==> config.mk <==
export PLATFORM = sky130hd
export DESIGN_NAME = gmii_tx_mux
export DESIGN_NICKNAME = d
export VERILOG_FILES = /design/src/rtl/eth_pkg.sv /design/src/rtl/gmii_rr_arb2.sv /design/src/rtl/gmii_tx_mux.sv
export SDC_FILE = /design/constraint.sdc
export NUM_CORES = 1
export LEC_CHECK = 0
export CAP_MARGIN = 20
export CORE_ASPECT_RATIO = 0.9
export CORE_MARGIN = 2
export CORE_UTILIZATION = 50
export CTS_CLUSTER_DIAMETER = 60
export DETAILED_ROUTE_END_ITERATION = 12
export MAX_ROUTING_LAYER = met4
export PLACE_DENSITY = 0.87
export SLEW_MARGIN = 40
export SYNTH_ARGS = -nofsm -noshare
export SYNTH_HDL_FRONTEND = slang
export SYNTH_SLANG_ARGS = --single-unit
==> constraint.sdc <==
create_clock -name clk -period 2.05 [get_ports clk]
set_input_delay 0.205 -clock clk [delete_from_list [all_inputs] [get_ports clk]]
set_output_delay 0.205 -clock clk [all_outputs]
set_load 0.005 [all_outputs]
==> src/rtl/eth_pkg.sv <==
// Shared types and default constants for the GMII transmit path.
package eth_pkg;

  localparam int unsigned IFG_CYCLES_DEF       = 12;
  localparam int unsigned START_TIMEOUT_DEF    = 64;
  localparam int unsigned MAX_FRAME_CYCLES_DEF = 1536;

  typedef enum logic [2:0] {
    ST_IDLE,
    ST_GRANT,
    ST_TX,
    ST_DRAIN,
    ST_IFG
  } tx_state_e;

  typedef struct packed {
    logic       en;
    logic [7:0] d;
  } gmii_beat_t;

  function automatic int unsigned max3(input int unsigned a, input int unsigned b,
                                       input int unsigned c);
    int unsigned m;
    m = (a > b) ? a : b;
    return (m > c) ? m : c;
  endfunction

endpackage

==> src/rtl/gmii_rr_arb2.sv <==
// Two-request round-robin arbiter; the pointer names the port that wins a tie.
module gmii_rr_arb2 (
  input  logic       clk,
  input  logic       rst,
  input  logic [1:0] req_i,
  input  logic       take_i,
  output logic [1:0] gnt_c_o
);

  logic prio_q, prio_d;

  always_comb begin
    gnt_c_o = req_i;
    if (req_i == 2'b11) begin
      gnt_c_o = prio_q ? 2'b10 : 2'b01;
    end
  end

  // The port just served loses the next tie.
  always_comb begin
    prio_d = prio_q;
    if (take_i && (gnt_c_o != 2'b00)) begin
      prio_d = gnt_c_o[0];
    end
  end

  always_ff @(posedge clk or posedge rst) begin
    if (rst) begin
      prio_q <= 1'b0;
    end else begin
      prio_q <= prio_d;
    end
  end

endmodule

==> src/rtl/gmii_tx_mux.sv <==
// Two-port GMII transmit multiplexer with round-robin grant, start timeout,
// oversize truncation and enforced inter-frame gap.
module gmii_tx_mux
  import eth_pkg::*;
#(
  parameter int unsigned IFG_CYCLES       = IFG_CYCLES_DEF,
  parameter int unsigned START_TIMEOUT    = START_TIMEOUT_DEF,
  parameter int unsigned MAX_FRAME_CYCLES = MAX_FRAME_CYCLES_DEF
) (
  input  logic       clk,
  input  logic       rst,
  input  logic       port0_req,
  input  logic       port0_tx_en,
  input  logic [7:0] port0_txd,
  output logic       port0_sel,
  output logic       port0_done,
  input  logic       port1_req,
  input  logic       port1_tx_en,
  input  logic [7:0] port1_txd,
  output logic       port1_sel,
  output logic       port1_done,
  output logic       gmii_tx_en,
  output logic [7:0] gmii_txd,
  output logic       abort
);

  localparam int unsigned CW = $clog2(max3(IFG_CYCLES, START_TIMEOUT, MAX_FRAME_CYCLES)) + 1;
  localparam logic [CW-1:0] CNT_MAX    = '1;
  localparam logic [CW-1:0] START_LAST = CW'(START_TIMEOUT - 1);
  localparam logic [CW-1:0] FRAME_MAX  = CW'(MAX_FRAME_CYCLES);
  localparam logic [CW-1:0] IFG_LAST   = CW'(IFG_CYCLES - 1);

  tx_state_e     state_q, state_d;
  logic [CW-1:0] cnt_q, cnt_d, cnt_inc;
  logic [1:0]    sel_q, sel_d;
  logic [1:0]    done_q, done_d;
  logic          abort_q, abort_d;
  logic          gidx_q, gidx_d;
  gmii_beat_t    out_q, out_d;

  logic [1:0]    gnt_c;
  logic          take_c;
  logic          g_en, g_req;
  logic [7:0]    g_d;

  gmii_rr_arb2 u_arb (
    .clk     (clk),
    .rst     (rst),
    .req_i   ({port1_req, port0_req}),
    .take_i  (take_c),
    .gnt_c_o (gnt_c)
  );

  // Granted port view; the other port's inputs never reach the output.
  assign g_en    = gidx_q ? port1_tx_en : port0_tx_en;
  assign g_req   = gidx_q ? port1_req   : port0_req;
  assign g_d     = gidx_q ? port1_txd   : port0_txd;
  assign cnt_inc = (cnt_q == CNT_MAX) ? cnt_q : cnt_q + CW'(1);

  always_comb begin
    state_d = state_q;
    cnt_d   = cnt_q;
    sel_d   = sel_q;
    gidx_d  = gidx_q;
    done_d  = 2'b00;
    abort_d = 1'b0;
    out_d   = '0;
    take_c  = 1'b0;
    case (state_q)
      ST_IDLE: begin
        take_c = 1'b1;
        if (gnt_c != 2'b00) begin
          sel_d   = gnt_c;
          gidx_d  = gnt_c[1];
          cnt_d   = '0;
          state_d = ST_GRANT;
        end
      end
      ST_GRANT: begin
        if (g_en) begin
          out_d.en = 1'b1;
          out_d.d  = g_d;
          cnt_d    = CW'(1);
          state_d  = ST_TX;
        end else if (!g_req || (cnt_q >= START_LAST)) begin
          // A withdrawn request is a clean completion; only a timeout aborts.
          abort_d = g_req;
          done_d  = sel_q;
          sel_d   = 2'b00;
          cnt_d   = '0;
          state_d = ST_IFG;
        end else begin
          cnt_d = cnt_inc;
        end
      end
      ST_TX: begin
        if (!g_en) begin
          done_d  = sel_q;
          sel_d   = 2'b00;
          cnt_d   = '0;
          state_d = ST_IFG;
        end else if (cnt_q >= FRAME_MAX) begin
          abort_d = 1'b1;
          state_d = ST_DRAIN;
        end else begin
          out_d.en = 1'b1;
          out_d.d  = g_d;
          cnt_d    = cnt_inc;
        end
      end
      ST_DRAIN: begin
        if (!g_en) begin
          done_d  = sel_q;
          sel_d   = 2'b00;
          cnt_d   = '0;
          state_d = ST_IFG;
        end
      end
      ST_IFG: begin
        if (cnt_q >= IFG_LAST) begin
          cnt_d   = '0;
          state_d = ST_IDLE;
        end else begin
          cnt_d = cnt_inc;
        end
      end
      default: state_d = ST_IDLE;
    endcase
  end

  always_ff @(posedge clk or posedge rst) begin
    if (rst) begin
      state_q <= ST_IDLE;
      cnt_q   <= '0;
      sel_q   <= 2'b00;
      gidx_q  <= 1'b0;
      done_q  <= 2'b00;
      abort_q <= 1'b0;
      out_q   <= '0;
    end else begin
      state_q <= state_d;
      cnt_q   <= cnt_d;
      sel_q   <= sel_d;
      gidx_q  <= gidx_d;
      done_q  <= done_d;
      abort_q <= abort_d;
      out_q   <= out_d;
    end
  end

  assign port0_sel  = sel_q[0];
  assign port1_sel  = sel_q[1];
  assign port0_done = done_q[0];
  assign port1_done = done_q[1];
  assign abort      = abort_q;
  assign gmii_tx_en = out_q.en;
  assign gmii_txd   = out_q.d;

endmodule

### Yosys cells after proc, flatten, opt, wreduce, memory -nomap -nowiden

Index checks and enable logic that the tools add are counted.

* mux-type cells: 41
* reduce and logical (&&, ||, !) cells: 12
* add/sub/neg operators: 1
* eq/ne operators: 15
* order comparisons: 3

Operators with widths (count)
* $mux 12: 8
* $pmux 12 s5: 1
* $mux 9: 3
* $mux 3: 7
* $mux 2: 9
* $pmux 9 s2: 1
* $pmux 3 s5: 1
* $add 12x1->12 const B: 1
* $eq 12x12->1 const B: 1
* $ge 12x11->1 const B: 1
* $ge 12x4->1 const B: 1
* $ge 12x6->1 const B: 1
* $ne 2x2->1 const B: 6
* $reduce_and 5->1: 2
* $ne 3x3->1 const B: 3
* $mux 8: 1
* $mux 1: 7
* $eq 3x2->1 const B: 2
* $pmux 2 s3: 1
* $reduce_bool 5->1: 1
* $pmux 2 s2: 1
* $reduce_and 4->1: 1
* $eq 3x1->1 const B: 1
* $eq 3x3->1 const B: 1
* 10 further kinds: 10

* register bits after elaboration: 31
* output and inout bits: 14
* word-level logic and storage cells: 81
* input port bits: 22

### Logic depth before layout (Yosys ltp)

* word-level depth: 6
* depth in mapped cells: 6

### Modules after synthesis

A second synthesis with hierarchy kept.

* cells, all modules: 186
* area, all modules: 1756.7 µm²

Modules (own cells, without submodules)
* gmii_tx_mux: area each 1697.9 µm², cells an instance 179, times used 1
* gmii_rr_arb2: area each 58.8 µm², cells an instance 7, times used 1

### Worst setup path before layout

No wires, ideal clock.

* path kind: register -> register
* start point: register cnt_q[9]
* end point: register cnt_q[3]
* slack: 196 ps
* data required time: 1914 ps
* stages on the path, launching flop included: 6
* clock period less this slack: 1854 ps
* arrival: 1717 ps
* cell sequence: dfrtp_1 > a2111o_1 > o221a_4 > or4_1 > xor2_1 > nor2_2

* longest elaborated chain between the ends: 5
* elaborated cells between the ends (all ways): 14
* classes of those cells: 3 x order compare; 2 x eq/ne; 7 x mux; 2 x reduce/logical

RTL lines
* start, declared: line gmii_tx_mux.sv:34 `logic [CW-1:0] cnt_q, cnt_d, cnt_inc;`
* start signal, assigned: line gmii_tx_mux.sv:142 `cnt_q <= cnt_d;`
* $ge 12x6->1 / $eq 12x12->1 (equally long branches): line gmii_tx_mux.sv:85, gmii_tx_mux.sv:58
* $logic_or 1x1->1 / $mux 12 (equally long branches): line gmii_tx_mux.sv:85, gmii_tx_mux.sv:58
* $mux 12 (on tied branches): line gmii_tx_mux.sv:85, gmii_tx_mux.sv:102
* $mux 12 (on tied branches): line gmii_tx_mux.sv:80, gmii_tx_mux.sv:97
* $pmux 12 s5: line gmii_tx_mux.sv:69 `case (state_q)`

Several ways; a longest one is shown, not always the timed one. The select of a mux whose other input is x is not followed.
A chain may end at the register's enable or synchronous reset.

### Worst setup path after layout

* start point: register cnt_q[0]
* end point: register cnt_q[3]

* longest elaborated chain between the ends: 5
* elaborated cells between the ends (all ways): 15
* classes of those cells: 1 x add/sub; 3 x order compare; 2 x eq/ne; 7 x mux; 2 x reduce/logical

RTL lines
* $add 12x1->12 (tied with other cells): line gmii_tx_mux.sv:58 `assign cnt_inc = (cnt_q == CNT_MAX) ? cnt_q : cnt_q + CW'(1);`
* $mux 12 / $logic_or 1x1->1 (equally long branches): line gmii_tx_mux.sv:58, gmii_tx_mux.sv:85
* $mux 12 (on tied branches): line gmii_tx_mux.sv:102, gmii_tx_mux.sv:85
* $mux 12 (on tied branches): line gmii_tx_mux.sv:97, gmii_tx_mux.sv:80
* $pmux 12 s5: line gmii_tx_mux.sv:69

Several ways; a longest one is shown, not always the timed one. The select of a mux whose other input is x is not followed.

==> Implementation_results.wiki <==
{| class="wikitable"
! Metric !! Value
|-
| Clock sinks || 31
|-
| Clk buf depth || 2
|-
| YS warnings || 0
|-
| VDD IR-drop max || 641 uV
|-
| Worst-case reg-to-reg path depth || 7
|-
| Synthesized area per cell || 9.60 um2
|-
| Main combinational cell family by area after synthesis || simple AND/OR/NAND/NOR gates
|-
| Final cell count without fillers || 284
|-
| Final antenna-violating net count || 0
|-
| Crit-path slowest cell || sky130_fd_sc_hd__or4_1
|-
| Overall Power || 2.97 mW
|-
| Area of the multi-input gates || 863 um2
|-
| Hold-fix buffers at CTS || 0
|-
| Critical path peak fanout || 5
|-
| CTS tree || done
|-
| Max-cap violations || 0
|-
| Worst stage delay on the critical path || 0.51 ns
|-
| Final weighted congestion in routability-driven placement || 0.947
|-
| Standard cell core area || 3300 um2
|-
| Power share of the sequential group || 29.5%
|-
| Area of all placed cells without fillers || 2390 um2
|-
| Max transition margin || 57.5%
|-
| Post-synth EDFFs || 0
|-
| Unrepaired setup endpoints after global routing || false
|-
| Switching share of power || 34.9%
|-
| Arr. time, crit path || 2.09 ns
|-
| Nets || 263
|-
| Post-synthesis share of cell area spent on full adders, half adders and majority gates || 1.48%
|-
| Ratio of final minimum period to clock period || 93.3%
|-
| Post-synth design cell area || 1690 um2
|-
| Worst setup slack for register-to-register paths || 0.14 ns
|-
| Top flip-flop cell by instance count after synthesis || sky130_fd_sc_hd__dfrtp_1
|-
| Met3 usage in global routing || 6.65%
|-
| Placed instance count || 276
|-
| Root Driver || sky130_fd_sc_hd__clkbuf_8
|-
| CTS resizes || 0
|-
| Status || completed
|-
| Simple-gate share of the synthesized area || 22.5%
|-
| DR vias || 1574
|-
| Yosys reg bits || 31
|-
| Power density relative to cell area || 1240 nW/um2
|-
| Compound-cell area share of the yosys netlist || 17.0%
|-
| Final Hold Fails || 0
|-
| Drt via density || 5.54
|-
| Clock latency reported for the late side of the worst-skew pair || 0.29 ns
|-
| CTS H-tree lvls || 2
|-
| Final WL || 4160 um
|-
| Die width || 65.3 um
|-
| Cell-internal power || 1.93 mW
|-
| HP Class || in -> async
|-
| Met1 usage in global routing || 31.4%
|-
| Switching power total || 1.04 mW
|-
| Type of the worst setup path || reg -> reg
|-
| First-pass GRT wire length || 7220 um
|-
| Pin count of the biggest net entering global routing || 32
|-
| Via count of the first global-routing pass || 1543
|-
| Number of CTS-inserted buffers || 5
|-
| WP buf/inv || 1
|-
| Cell area after placement || 2260 um2
|-
| Post-DR wirelength/cell || 14.6 um
|-
| Gr ovfl total || 0
|-
| Sequential area share after synthesis || 45.9%
|-
| Met2 Use GR || 41.1%
|-
| Initial Util || 51.2%
|-
| Num ports || 36
|-
| Most congested layer reported by global routing || met2
|-
| Initial antenna violation count || 0
|-
| Critical path startpoint category || flop
|-
| Overall die area || 3860 um2
|-
| Filler Cells Inserted || 247
|-
| Number of library cell types mapped by synthesis || 45
|-
| Ys async rst share || 100%
|-
| Count of antenna diodes in the layout || 0
|-
| Fraction of the core area covered by cells at the end of the flow || 72.5%
|-
| Post-synthesis mux area share || 7.48%
|-
| Worst Setup End Kind || flop
|-
| Kind of cell adding the most delay to the critical path || simple AND/OR/NAND/NOR gates
|-
| Area delta synth->final || 41.7%
|-
| Area used by sequential logic in the layout || 776 um2
|-
| Slew of the pin with the lowest slew margin || 0.634 ns
|-
| Number of cell rows || 20
|-
| Xor-xnor portion of the synthesized cell area || 2.59%
|-
| Achievable Freq || 523 MHz
|-
| Share of layout cells above drive strength 1 || 17.5%
|-
| WP data required || 2.23 ns
|-
| Remaining routing DRC violations || 0
|-
| Worst r2r src || cnt_q[0]
|-
| DRC marker count from the first detailed-route iteration || 124
|-
| Port bufs || 35
|-
| Setup violations, final || 0
|-
| Post-Syn Nets || 200
|-
| Post-CTS setup buffer count || 0
|-
| Leakage || 1.06 nW
|-
| Combined global-route utilization of all metal layers || 25.4%
|-
| Router iterations before antenna repair || 4
|-
| Clock Power Share || 23.9%
|-
| Detail Placement HPWL || 3200 um
|-
| Fraction of power consumed by combinational cells || 46.5%
|-
| Final worst path period need || 1.91 ns
|-
| Clock Skews || 0.00596 ns
|-
| Reg-to-reg critical path endpoint || cnt_q[3]
|-
| Clock-pin transition on the worst setup and hold timing paths || 0.06 ns
|-
| Post-synthesis cell count || 176
|-
| Cell Chain, Critical Path || ha_1 > nand3_1 > nor4_1 > buf_4 > or4_1 > xor2_1 > nor2_2
|-
| Count of final max-slew check failures || 0
|-
| Die Span Y || 59.2 um
|}
==> flip-flops by register name, indices dropped and copies added (netlist names) <==
| signal | flops |
|---|---|
| state_q | 3 |
| sel_q | 2 |
| gmii_tx_en | 1 |
| gmii_txd | 8 |
| abort | 1 |
| done_q | 2 |
| u_arb.prio_q | 1 |
| gidx_q | 1 |
| cnt_q | 12 |
==> worst max-delay path by stage <==
stage,start,cells past startpoint,end
after floorplan,cnt_q[9],5,cnt_q[3]
final,cnt_q[0],7,cnt_q[3]
after CTS,state_q[0],5,cnt_q[3]
after global placement,port0_tx_en,6,cnt_q[3]
after global routing,cnt_q[0],8,done_q[1]
after detailed placement,port0_tx_en,6,cnt_q[3]
==> cell usage in the layout, fill, tap and decap left out, types with 4 or more instances in the layout <==
master	Yosys	layout
sky130_fd_sc_hd__and2_1	5	5
sky130_fd_sc_hd__clkdlybuf4s50_1	0	35
sky130_fd_sc_hd__clkbuf_8	0	5
sky130_fd_sc_hd__nand3_1	5	5
sky130_fd_sc_hd__mux2i_1	10	10
sky130_fd_sc_hd__buf_4	1	25
sky130_fd_sc_hd__nor2_1	23	23
sky130_fd_sc_hd__inv_1	8	8
sky130_fd_sc_hd__o21ai_0	6	6
sky130_fd_sc_hd__a21oi_1	9	9
sky130_fd_sc_hd__nor4_1	4	4
sky130_fd_sc_hd__dfrtp_1	31	31
sky130_fd_sc_hd__nand4_1	4	4
sky130_fd_sc_hd__nand2_1	14	14
==> synth_stat cells (all sizes together) (3+ instances only) <==
cell	n	area [um2]
dfrtp	31	776
xor2	3	26.3
nor3	4	30.0
o211ai	3	22.5
buf	3	17.5
o21ai	9	45.0
and2	5	31.3
nand2	14	52.6
nand4	4	25.0
a21oi	10	53.8
mux2i	10	100
nand3	5	25.0
nor2	24	92.6
nor4	4	25.0
a31oi	3	18.8
inv	8	30.0
or4	3	22.5
or3	3	18.8
==> routing by layer <==
metal | vias up | routed length [um]
li1 | 768 | -
met1 | 749 | 1810
met2 | 50 | 2070
met3 | 7 | 216
met4 | 0 | 63
met5 | - | 0
==> worst reg2reg max path: cells and delay by family (launching register included) <==
family | cells | cell delay (ns)
and+or+nand+nor | 4 | 0.83
DFF | 1 | 0.41
adders and majority gates | 1 | 0.24
xor gates and xnor gates | 1 | 0.18
buffers and inverters | 1 | 0.15
==> stage by stage <==
step / TNS, ns / hold slack, ns / setup slack (ns)
floorplan: 0 / 0.302 / 0.196
global placement: 0 / 0.494 / 0.0211
detailed placement: -0.0159 / 0.500 / -0.0146
CTS: 0 / 0.314 / 0.146
global route: 0 / 0.362 / 0.0121
finish: 0 / 0.294 / 0.138
==> kinds of logic after synthesis <==
family                     count (synthesis)
AOI/OAI and AO/OA                         40
buffers and inverters                     12
adders and majority gates                  2
and+or+nand+nor                           74
muxes                                     12
DFF                                       31
xor gates and xnor gates                   5
==> power by group through the flow <==
stage	logic, mW	registers (mW)	clock network (mW)
6_report	1.38	0.878	0.712
5_1_grt	1.52	0.893	0.755
4_1_cts	1.38	0.875	0.716
3_5_place_dp	1.37	0.885	0
3_3_place_gp	1.34	0.875	0
2_1_floorplan	0.767	0.856	0
==> area by class of cell <==
class,instances,share of cell area [%]
tap,44,2.30
sequential,31,32.4
clock buffer,6,3.03
inverter,8,1.25
clock inverter,2,2.51
timing repair buffer,60,22.5
multi-input combinational,133,36.1
Power figures use the tool's default switching activity.
